$ cat src/rtl/rr_resp_router.sv
// Response router: steers a tagged response stream into N per-port FIFOs so that
// a stalled consumer never blocks responses headed for the other ports.
module rr_resp_router #(
    parameter int unsigned N      = 4,
    parameter int unsigned DATA_W = 64,
    parameter int unsigned DEPTH  = 4,
    parameter int unsigned TAG_W  = 3
) (
    input  logic                  i_clk,
    input  logic                  i_rst,
    input  logic                  i_in_valid,
    input  logic [TAG_W-1:0]      i_in_tag,
    input  logic [DATA_W-1:0]     i_in_data,
    output logic                  o_in_ready,
    output logic [N-1:0]          o_out_valid,
    output logic [N*DATA_W-1:0]   o_out_data,
    input  logic [N-1:0]          i_out_ready,
    output logic                  o_err_bad_tag,
    output logic [7:0]            o_drop_cnt
);

    localparam int unsigned PTR_W = $clog2(DEPTH);
    localparam int unsigned CNT_W = PTR_W + 1;

    logic [DATA_W-1:0] r_mem    [N][DEPTH];
    logic [PTR_W-1:0]  r_wr_ptr [N];
    logic [PTR_W-1:0]  r_rd_ptr [N];
    logic [CNT_W-1:0]  r_cnt    [N];
    logic              r_err_bad_tag;
    logic [7:0]        r_drop_cnt;

    logic [N-1:0] w_full;
    logic [N-1:0] w_push;
    logic [N-1:0] w_pop;
    logic         w_tag_ok;
    logic         w_bad_beat;

    assign w_tag_ok   = (32'(i_in_tag) < N);
    assign w_bad_beat = i_in_valid && !w_tag_ok;

    // Out-of-range tags match no port, so ready defaults to 1 and the beat is dropped.
    always_comb begin
        o_in_ready = 1'b1;
        for (int i = 0; i < int'(N); i++) begin
            if (i_in_tag == TAG_W'(i)) begin
                o_in_ready = !w_full[i];
            end
        end
    end

    for (genvar g = 0; g < int'(N); g++) begin : g_port
        assign w_full[g]      = (r_cnt[g] == CNT_W'(DEPTH));
        assign o_out_valid[g] = (r_cnt[g] != '0);
        assign w_push[g]      = i_in_valid && w_tag_ok && (i_in_tag == TAG_W'(g)) && !w_full[g];
        assign w_pop[g]       = o_out_valid[g] && i_out_ready[g];
        assign o_out_data[g*DATA_W +: DATA_W] = r_mem[g][r_rd_ptr[g]];

        always_ff @(posedge i_clk) begin
            if (w_push[g]) begin
                r_mem[g][r_wr_ptr[g]] <= i_in_data;
            end
        end

        always_ff @(posedge i_clk) begin
            if (i_rst) begin
                r_wr_ptr[g] <= '0;
                r_rd_ptr[g] <= '0;
                r_cnt[g]    <= '0;
            end else begin
                if (w_push[g]) begin
                    r_wr_ptr[g] <= r_wr_ptr[g] + PTR_W'(1);
                end
                if (w_pop[g]) begin
                    r_rd_ptr[g] <= r_rd_ptr[g] + PTR_W'(1);
                end
                case ({w_push[g], w_pop[g]})
                    2'b10:   r_cnt[g] <= r_cnt[g] + CNT_W'(1);
                    2'b01:   r_cnt[g] <= r_cnt[g] - CNT_W'(1);
                    default: r_cnt[g] <= r_cnt[g];
                endcase
            end
        end
    end

    always_ff @(posedge i_clk) begin
        if (i_rst) begin
            r_err_bad_tag <= 1'b0;
            r_drop_cnt    <= '0;
        end else if (w_bad_beat) begin
            r_err_bad_tag <= 1'b1;
            if (r_drop_cnt != 8'hFF) begin
                r_drop_cnt <= r_drop_cnt + 8'd1;
            end
        end
    end

    assign o_err_bad_tag = r_err_bad_tag;
    assign o_drop_cnt    = r_drop_cnt;

endmodule

$ cat config.mk
export PLATFORM = sky130hd
export DESIGN_NAME = rr_resp_router
export DESIGN_NICKNAME = d
export VERILOG_FILES = /design/src/rtl/rr_resp_router.sv
export SDC_FILE = /design/constraint.sdc
export NUM_CORES = 1
export LEC_CHECK = 0
export ABC_CLOCK_PERIOD_IN_PS = 2900
export CELL_PAD_IN_SITES_DETAIL_PLACEMENT = 0
export CELL_PAD_IN_SITES_GLOBAL_PLACEMENT = 1
export CORE_ASPECT_RATIO = 2
export CORE_UTILIZATION = 40
export DETAILED_ROUTE_END_ITERATION = 10
export GPL_ROUTABILITY_DRIVEN = 0
export GPL_TIMING_DRIVEN = 0
export PLACE_DENSITY = 0.65
export SYNTH_ARGS = -nofsm -noshare
export SYNTH_HDL_FRONTEND = slang
export SYNTH_SLANG_ARGS = --single-unit
$ cat constraint.sdc
create_clock -name i_clk -period 2.9 [get_ports i_clk]
set_input_delay 0.29 -clock i_clk [delete_from_list [all_inputs] [get_ports i_clk]]
set_output_delay 0.29 -clock i_clk [all_outputs]
set_load 0.01 [all_outputs]
# After elaboration in Yosys (flattened, before gate mapping)
# Memories as Yosys holds them, arrays and structs flattened.
# Index checks and enable logic that the tools add are counted.
# totals
mem_bits_rw	1052
n_memories	4
in_bits	74
regBits	9
# mem_list
memory	depth	width	rd	rd_clocked_by_memory_dff	wr	line_no	rtl
r_mem	4	256	4	0	1	25	logic [DATA_W-1:0] r_mem [N][DEPTH];
r_cnt	4	3	4	0	4	28	logic [CNT_W-1:0] r_cnt [N];
r_rd_ptr	4	2	4	0	4	27	logic [PTR_W-1:0] r_rd_ptr [N];
r_wr_ptr	4	2	4	0	4	26	logic [PTR_W-1:0] r_wr_ptr [N];
# op_classes
n_lt_le_gt_ge	13
n_bitwise	28
n_mux	119
reduce_logical	36
add_sub_neg	17
n_eq_ne	16
# ops
op	n
$mux 256	10
$mux 64	12
$reduce_or 256->1	3
$bmux 64 s2	4
$demux 64 s2	4
$mux 1	66
$mux 3	12
$ge 3x3->1 const B	8
$not 2->3	8
$mux 2	11
$or 1x1->1	20
$logic_and 1x1->1	18
$add 2x1->2 const B	8
$add 3x1->3 const B	4
$eq 3x3->1 const B	4
$lt 3x1->1 const B	4
$reduce_bool 3->1	4
$sub 3x1->3 const B	4
$add 8x1->8 const B	1
$eq 2x1->1 const B	4
$eq 2x2->1 const B	4
$ne 8x8->1 const B	1
$reduce_or 2->1	4
$eq 3x2->1 const B	2
other kinds (5)	9

# Longest topological paths before layout
# Gate-level depths: netlist (run 1).
# logic_depth
ltp_word	11
mapped_depth	9
depth_no_buf	9

# Worst setup path before layout (run 1)
# Ideal clock, no wire load.
# synth_timing
path_kind	flip-flop to flip-flop
start	mem r_cnt[3][0] in the netlist's numbering
end	mem r_mem[3][0] in the netlist's numbering (enable)
arrival_time_ps	2624
required_ps	2471
setup_slack_ps	-152
setup_time_ps	429
path_stages_with_launch	7
path_cell_list	edfxtp_1 inv_1 ha_1 a21boi_0 nand3_1 inv_1 and2_1
# synth_rtl
item	line_no
start: declaration	28
end: declaration	25

==> results of run 1 <==
[worst min path at each step]
stage                  start       endpoint  slack [ns]  depth (start not counted)
6_report               i_rst  o_drop_cnt[0]        0.09                          3
4_1_cts          i_in_tag[2]  o_err_bad_tag        0.04                          3
3_5_place_dp   o_err_bad_tag  o_err_bad_tag        0.48                          2
5_1_grt          i_in_tag[2]  o_err_bad_tag        0.09                          3
3_3_place_gp   o_err_bad_tag  o_err_bad_tag        0.47                          2
2_1_floorplan   i_in_data[0]    r_mem[0][0]        0.39                          0
[worst reg2reg max path, cell delays in order, from the launching register on]
cell and delay [ns]:
edfxtp_1 0.39, inv_1 0.09, ha_1 0.21, a21boi_1 0.21, nand3_1 0.21, inv_1 0.33, and2_4 0.58, buf_12 0.29
[report_power, final]
part / internal, W / switching, W / leakage (nW)
sequential: 0.0170 / 0.0000583 / 9.59
clock: 0.00691 / 0.00556 / 1.47
combinational: 0.00174 / 0.00177 / 4.77
total: 0.0257 / 0.00738 / 15.8
[what timing repair did]
item / in CTS / in global routing
pin swaps: 1 / 4
gates cloned: 1 / 4
hold buffers: 0 / 0
setup buffers: 17 / 0
gates resized for setup: 235 / 50
endpoints found under the setup margin: 258 / 166
[stage by stage]
step	cell area [µm²]	hold WS, ns	cells	setup slack, ns
finish	48400	0.0853	3368	0.0900
global route	48400	0.0943	3368	0.000100
CTS	48300	0.0392	3363	-0.0518
detailed placement	44700	0.476	3176	-0.270
global placement	44300	0.469	3160	-2.25
floorplan	39300	0.389	1589	0.0438
[cell type report]
cell class | count | area share, %
Buffer | 63 | 1.68
Sequential cell | 1061 | 65.6
Antenna cell | 1 | 0.00517
Timing Repair Buffer | 375 | 8.31
Tap cell | 1230 | 3.18
Multi-Input combinational cell | 443 | 14.8
Inverter | 26 | 0.202
Clock inverter | 61 | 1.32
Clock buffer | 108 | 4.92
[metal layers]
metal | up-vias | part of all wire (%) | GRT usage [%]
met5 | - | 0.015 | 0
met4 | 2 | 2.8 | 6.60
met3 | 143 | 5.7 | 4.17
met2 | 555 | 53 | 35.8
met1 | 9795 | 38 | 24.0
li1 | 7697 | - | -
[placed cells by master, fill, tap and decap left out, types with 5 or more instances in the layout]
cell / Yosys / layout
inv_1: 25 / 25
buf_8: 0 / 5
clkinv_1: 0 / 21
nand3_1: 7 / 7
a21oi_1: 8 / 8
ha_1: 34 / 34
and3_1: 5 / 5
o21ai_0: 5 / 5
xor2_1: 5 / 5
clkdlybuf4s50_1: 0 / 211
a211oi_1: 5 / 5
dlymetal6s2s_1: 0 / 44
clkbuf_2: 0 / 5
nor2b_1: 7 / 7
nor2_1: 17 / 17
clkbuf_1: 14 / 20
dlygate4sd2_1: 0 / 84
buf_12: 0 / 24
and2_4: 0 / 16
mux4_2: 256 / 256
clkinv_4: 0 / 7
nor3_1: 19 / 19
buf_16: 0 / 15
buf_4: 16 / 23
buf_6: 1 / 15
edfxtp_1: 1052 / 1052
clkbuf_16: 0 / 92
nand2_1: 21 / 21
clkinv_2: 0 / 13
bufinv_16: 0 / 11
dfxtp_1: 9 / 9
[flip-flops by register name, summed over array words and instances (netlist names)]
| register | flops |
|---|---|
| r_rd_ptr | 8 |
| r_mem | 1024 |
| r_cnt | 12 |
| o_err_bad_tag | 1 |
| r_wr_ptr | 8 |
| o_drop_cnt | 8 |
[cells by family after synthesis]
| logic type | share of synthesized area [%] |
|---|---|
| buffers and inverters | 1.11 |
| muxes | 14.8 |
| DFF | 80.9 |
| xor gates and xnor gates | 0.201 |
| AOI/OAI and AO/OA | 0.475 |
| and+or+nand+nor | 1.38 |
| adders and majority gates | 1.13 |
==> metrics.csv, run 1 <==
stage,metric,value,unit
sta,worst_pin_slew,0.860,ns
setup_path,timing.critical_path.max_delay_family,buffers and inverters,
cts,cts_tree,built,
min_path,hold_class,in2reg,
sta,max_slew_margin,42.7,%
cts,htreeDepth,3,
setup_path,worstSetupPathDepth,5,
sta,maxSlewViolCount,0,
final_layout,final-seq-area,31800,µm²
sta,fin_crit_sh,96.9,%
cts,clock-sinks,1061,
setup_path,worst_ep_required_time,2.61,ns
power_and_ir_drop,irDropWorstVdd,0.448,mV
sta,worst_clock_skew,0.0270,ns
placement,dpl_wire_length,60.2,mm
logic_synthesis,dominantRegCellSynth,edfxtp_1,
grt,largest_net_degree_at_the_start_of_global_routing,43,
route,drt-initial-drc-count,1344,
setup_path,ff2ff_setup_slack,0.23,ns
route,routed_wirelength,99.7,mm
grt,grtUsageTotal,20.0,%
setup_path,beginning_of_the_critical_path,r_rd_ptr[1][0],
setup_path,ordered_list_of_cells_on_the_worst_path,buf_4 > buf_12 > buf_12 > mux4_2 > clkdlybuf4s50_1,
route,ant_nets,0,
logic_synthesis,post-synth-top-count-cell,edfxtp_1,
sta,rsz0062_at_grt,no,
setup_path,timing.critical_path.slowest_stage_cell,mux4_2,
final_layout,nFillCells,7769,
final_layout,final_util,49.8,%
floorplan,rows,162,
cts,cts_bufs_inserted,91,
sta,period_minus_slack,2.81,ns
final_layout,drive_gt1_share,23.8,%
logic_synthesis,synth.top_cell.area_share,80.4,%
cts,worst_setup_hold_path_clk_slew,0.07,ns
logic_synthesis,yosysWarningCount,0,
sta,timing.final.hold_violations,0,
sta,max_freq,356,MHz
cts,ctsRootBufferMaster,clkbuf_16,
setup_path,crit_path_max_fanout,10,
logic_synthesis,yosysSeqAreaShare,80.9,%
setup_path,critical_path.most_common_cell,buf_12,
logic_synthesis,synth_edf_count,1052,
placement,number_of_i_o_port_buffers,341,
final_layout,fin_nets,2170,
setup_path,crit-reg2reg-capture,r_mem[3][112],
grt,antenna_found_initial,2,
route,firstDrtPassIters,5,
floorplan,fp.dieW,224,µm
route,wl_per_cell,29.6,µm
logic_synthesis,synth_top_cells_by_count,"edfxtp_1 (1052), mux4_2 (256), ha_1 (34), buf_2 (27), inv_1 (25)",
grt,grt_first_pass_wirelength,139,mm
floorplan,core_area,97300,µm²
logic_synthesis,synthesis.area,39300,µm²
logic_synthesis,mappedNetlistNets,1698,
logic_synthesis,yosys-top-cells-area,"edfxtp_1 (80%), mux4_2 (15%), ha_1 (1.1%)",
route,viasPerCell,5.40,
setup_path,worstPathArrival,2.52,ns
power_and_ir_drop,leakagePower,15.8,nW
setup_path,crit_buf_inv,4,
setup_path,path_class,reg2out,
grt,grt.overflow.total,0,
logic_synthesis,fraction_of_registers_with_async_set_reset,0,%
setup_path,worst_path_largest_cell_delay,0.50,ns
logic_synthesis,synthDistinctLibCells,42,
route,num_vias,18200,
setup_path,critical_path.reg2reg.startpoint,r_cnt[3][0],
logic_synthesis,netlist_instances,1589,
floorplan,dieHeight,445,µm
logic_synthesis,synthDominantAreaCellType,edfxtp_1,
setup_path,timing.critical_path.to,o_out_data[98],
setup_path,startpoint_type,flip-flop,
floorplan,dieArea,99600,µm²
status,outcome,"complete, no violations",
cts,clock_path_buffers,3,
final_layout,area_growth_syn_to_layout,23.2,%
power_and_ir_drop,power_density,682,nW/µm²
grt,via_count_of_the_first_global_routing_pass,19600,
setup_path,element_type_at_the_critical_path_end,output pin,
final_layout,multi_input_area,7150,µm²
sta,report.final.setup_viol,0,
route,route.detailed.drc,0,
floorplan,start_util,40.4,%
run,drv.max_cap_violation_count,0,
sta,totalNegativeSetupSlack,0,ns
power_and_ir_drop,power.total,0.0330,W
logic_synthesis,ys_seq_elements,1061,
logic_synthesis,syn_avg_cell_area,24.7,µm²
setup_path,timing.reg2reg.worst_path_depth,7,
cts,insertion_delay,0.69,ns
floorplan,boundaryPins,344,
Power figures use the tool's default switching activity.
==> inputs of run 2 (changes only) <==
--- a/config.mk
+++ b/config.mk
@@ -5,13 +5,12 @@
 export SDC_FILE = /design/constraint.sdc
 export NUM_CORES = 1
 export LEC_CHECK = 0
-export ABC_CLOCK_PERIOD_IN_PS = 2900
+export ABC_CLOCK_PERIOD_IN_PS = 2300
 export CELL_PAD_IN_SITES_DETAIL_PLACEMENT = 0
 export CELL_PAD_IN_SITES_GLOBAL_PLACEMENT = 1
 export CORE_ASPECT_RATIO = 2
 export CORE_UTILIZATION = 40
 export DETAILED_ROUTE_END_ITERATION = 10
-export GPL_ROUTABILITY_DRIVEN = 0
 export GPL_TIMING_DRIVEN = 0
 export PLACE_DENSITY = 0.65
 export SYNTH_ARGS = -nofsm -noshare
==> constraint.sdc (replaced) <==
create_clock -name i_clk -period 2.3 [get_ports i_clk]
set_input_delay 0.23 -clock i_clk [delete_from_list [all_inputs] [get_ports i_clk]]
set_output_delay 0.23 -clock i_clk [all_outputs]
set_load 0.01 [all_outputs]
==> run 2 against run 1 <==
  * The run now ends with negative setup slack left
  * First-iteration DRC count is 21% higher
  * Worst setup slack lost 0.35 ns
  * Die area is the same
  * Clock power grew 28%
  * Critical path depth unchanged
  * Register-to-register slack worse by 0.48 ns
  * Non-clock buffer count increased by 167
  * Design area up 5.9%
  * Critical path type unchanged
==> metrics.csv, run 2 (synthesis results as in run 1) <==
stage,metric,value,unit,change
placement,dpl_wire_length,60.6,mm,+0.63%
cts,cts_bufs_inserted,92,,+1.1%
placement,number_of_i_o_port_buffers,341,,unchanged
setup_path,worst_ep_required_time,2.07,ns,-0.54 ns
final_layout,multi_input_area,7330,µm²,+2.5%
power_and_ir_drop,power_density,841,nW/µm²,+23%
setup_path,path_class,reg2out,,
sta,maxSlewViolCount,0,,unchanged
final_layout,final_cells,3553,,+5.5%
placement,post-place-cells,3172,,-0.13%
placement,globalplace.congestion,0.766,,
sta,fin_crit_sh,112,%,
sta,max_freq,390,MHz,
power_and_ir_drop,irDropWorstVdd,0.626,mV,+40%
floorplan,dieHeight,445,µm,unchanged
sta,post-route-worst-setup-slack,-0.265,ns,-0.355 ns
floorplan,core_area,97300,µm²,unchanged
min_path,hold_class,in2reg,,
grt,grtUsageTotal,21.5,%,+1.4 points
setup_path,crit_buf_inv,4,,unchanged
route,viasPerCell,5.48,,+1.4%
cts,htreeDepth,3,,unchanged
sta,timing.final.hold_violations,0,,unchanged
final_layout,final-seq-area,31800,µm²,unchanged
route,drt-initial-drc-count,1628,,+21%
final_layout,nFillCells,7600,,-2.2%
setup_path,critical_path.most_common_cell,buf_12,,
route,firstDrtPassIters,5,,unchanged
floorplan,boundaryPins,344,,unchanged
min_path,holdPathEnd,o_drop_cnt[1],,
min_path,min-delay-start,i_in_tag[2],,
run,drv.max_cap_violation_count,0,,unchanged
sta,totalNegativeSetupSlack,-46.69,ns,-46.69 ns
grt,largest_net_degree_at_the_start_of_global_routing,47,,+9.3%
sta,max_slew_margin,49.0,%,+6.3 points
floorplan,start_util,40.4,%,unchanged
final_layout,drive_gt1_share,41.7,%,+18 points
min_path,min_delay_path_depth,4,,+1
final_layout,final_util,52.7,%,+2.9 points
floorplan,rows,162,,unchanged
cts,worst_setup_hold_path_clk_slew,0.07,ns,about the same
final_layout,fin_nets,2354,,+8.5%
final_layout,layout.cells.most_common,edfxtp_1,,
route,route.detailed.drc,0,,unchanged
cts,cts_tree,built,,
route,routed_wirelength,112,mm,+12%
power_and_ir_drop,power.total,0.0431,W,+30%
final_layout,area_growth_syn_to_layout,30.5,%,
setup_path,element_type_at_the_critical_path_end,output pin,,
setup_path,timing.critical_path.max_delay_family,buffers and inverters,,
status,outcome,"finished, violations left",,
setup_path,crit_path_max_fanout,8,,-2
grt,grt_first_pass_wirelength,148,mm,+6.8%
cts,ctsRootBufferMaster,clkbuf_16,,
placement,preCtsSetupSlack,-0.904,ns,-0.633 ns
cts,insertion_delay,0.70,ns,about the same
cts,clock_path_buffers,3,,unchanged
setup_path,timing.reg2reg.worst_path_depth,8,,+1
power_and_ir_drop,leakagePower,17.1,nW,+8.0%
cts,clock-sinks,1061,,unchanged
setup_path,worst_path_largest_cell_delay,0.54,ns,+0.04 ns
route,ant_nets,0,,unchanged
floorplan,dieArea,99600,µm²,unchanged
status,violations_in_the_final_reports,negative setup slack,,
sta,worst_clock_skew,0.0311,ns,+0.00414 ns
sta,rsz0062_at_grt,yes,,
setup_path,startpoint_type,flip-flop,,
floorplan,fp.dieW,224,µm,unchanged
grt,antenna_found_initial,6,,+4
final_layout,layout_common_cells,"edfxtp_1 (1052), buf_6 (262), mux4_2 (256)",,
setup_path,critical_path.reg2reg.startpoint,r_cnt[2][1],,
setup_path,ff2ff_setup_slack,-0.25,ns,-0.48 ns
final_layout,largest_register_ffs,1024,,unchanged
setup_path,ordered_list_of_cells_on_the_worst_path,buf_12 > buf_12 > buf_4 > mux4_2 > buf_6,,
sta,report.final.setup_viol,367,,+367
sta,worst_pin_slew,0.762,ns,-0.0975 ns
setup_path,timing.critical_path.slowest_stage_cell,mux4_2,,
grt,via_count_of_the_first_global_routing_pass,20300,,+3.9%
grt,grt.overflow.total,0,,unchanged
setup_path,worstPathArrival,2.33,ns,-0.19 ns
route,num_vias,19500,,+7.0%
setup_path,crit-reg2reg-capture,r_cnt[2][2],,
sta,period_minus_slack,2.56,ns,
route,wl_per_cell,31.5,µm,+6.4%
==> run 2: metrics by stage <==
stage | area, µm² | hold WS (ns)
3_3_place_gp | 44300 | 0.462
2_1_floorplan | 39300 | 0.329
3_5_place_dp | 44600 | 0.463
6_report | 51300 | 0.102
4_1_cts | 49500 | 0.0227
5_1_grt | 51300 | 0.117
==> run 2: area by class of cell <==
class	count	share of cell area, %
diodes	3	0.0146
plain buffers	59	1.63
clock buffers	117	4.79
clock inverters	52	1.27
inverters	26	0.215
multi-input cells	459	14.3
flip-flops and latches	1061	62.0
well taps	1230	3.00
repair buffers	546	12.8
==> run 2: how the worst max path moves through the flow <==
stage	slack, ns	depth (start not counted)	to	from
detailed placement	-0.90	5	r_mem[3][32]	i_in_tag[0]
CTS	-0.37	4	o_out_data[86]	r_rd_ptr[1][0]
floorplan	0.005	8	r_cnt[2][2]	r_cnt[2][0]
global route	-0.32	5	o_out_data[91]	r_rd_ptr[1][0]
global placement	-1.58	5	r_mem[1][223]	i_in_valid
finish	-0.26	5	o_out_data[91]	r_rd_ptr[1][0]
==> run 2: metal layers <==
| layer | vias up | share of wire [%] | track usage (%) |
|---|---|---|---|
| met5 | - | 0.052 | 0 |
| met4 | 8 | 2.8 | 6.41 |
| met3 | 141 | 5.2 | 3.94 |
| met2 | 673 | 55 | 39.2 |
| met1 | 10600 | 37 | 25.5 |
| li1 | 8086 | - | - |
==> run 2: what timing repair did <==
action                      CTS  global route
gates resized for setup    1268           315
setup buffers                79           106
pin swaps                    14            23
setup endpoints to repair   987          1006
hold buffers                  2             0
hold endpoints to repair      3             0
gates cloned                 22            18
==> run 2: worst min-delay path, stage by stage <==
cell,delay (ns)
clkbuf_1,0.19
nand2_1,0.14
a41oi_2,0.07
mux2i_1,0.12
==> run 2: power by group <==
part           leakage [nW]  switching (W)  total (W)  internal [W]
clock                  1.52        0.00703     0.0160       0.00901
combinational          5.98        0.00262    0.00555       0.00293
sequential             9.59      0.0000760     0.0215        0.0214
total                  17.1        0.00972     0.0431        0.0334
==> inputs of run 3 (changes only) <==
--- a/config.mk
+++ b/config.mk
@@ -5,6 +5,7 @@
 export SDC_FILE = /design/constraint.sdc
 export NUM_CORES = 1
 export LEC_CHECK = 0
+export ABC_AREA = 0
 export ABC_CLOCK_PERIOD_IN_PS = 2300
 export CELL_PAD_IN_SITES_DETAIL_PLACEMENT = 0
 export CELL_PAD_IN_SITES_GLOBAL_PLACEMENT = 1
==> results of run 3 <==
Final layout, timing and power as in run 2 (identical DEF).
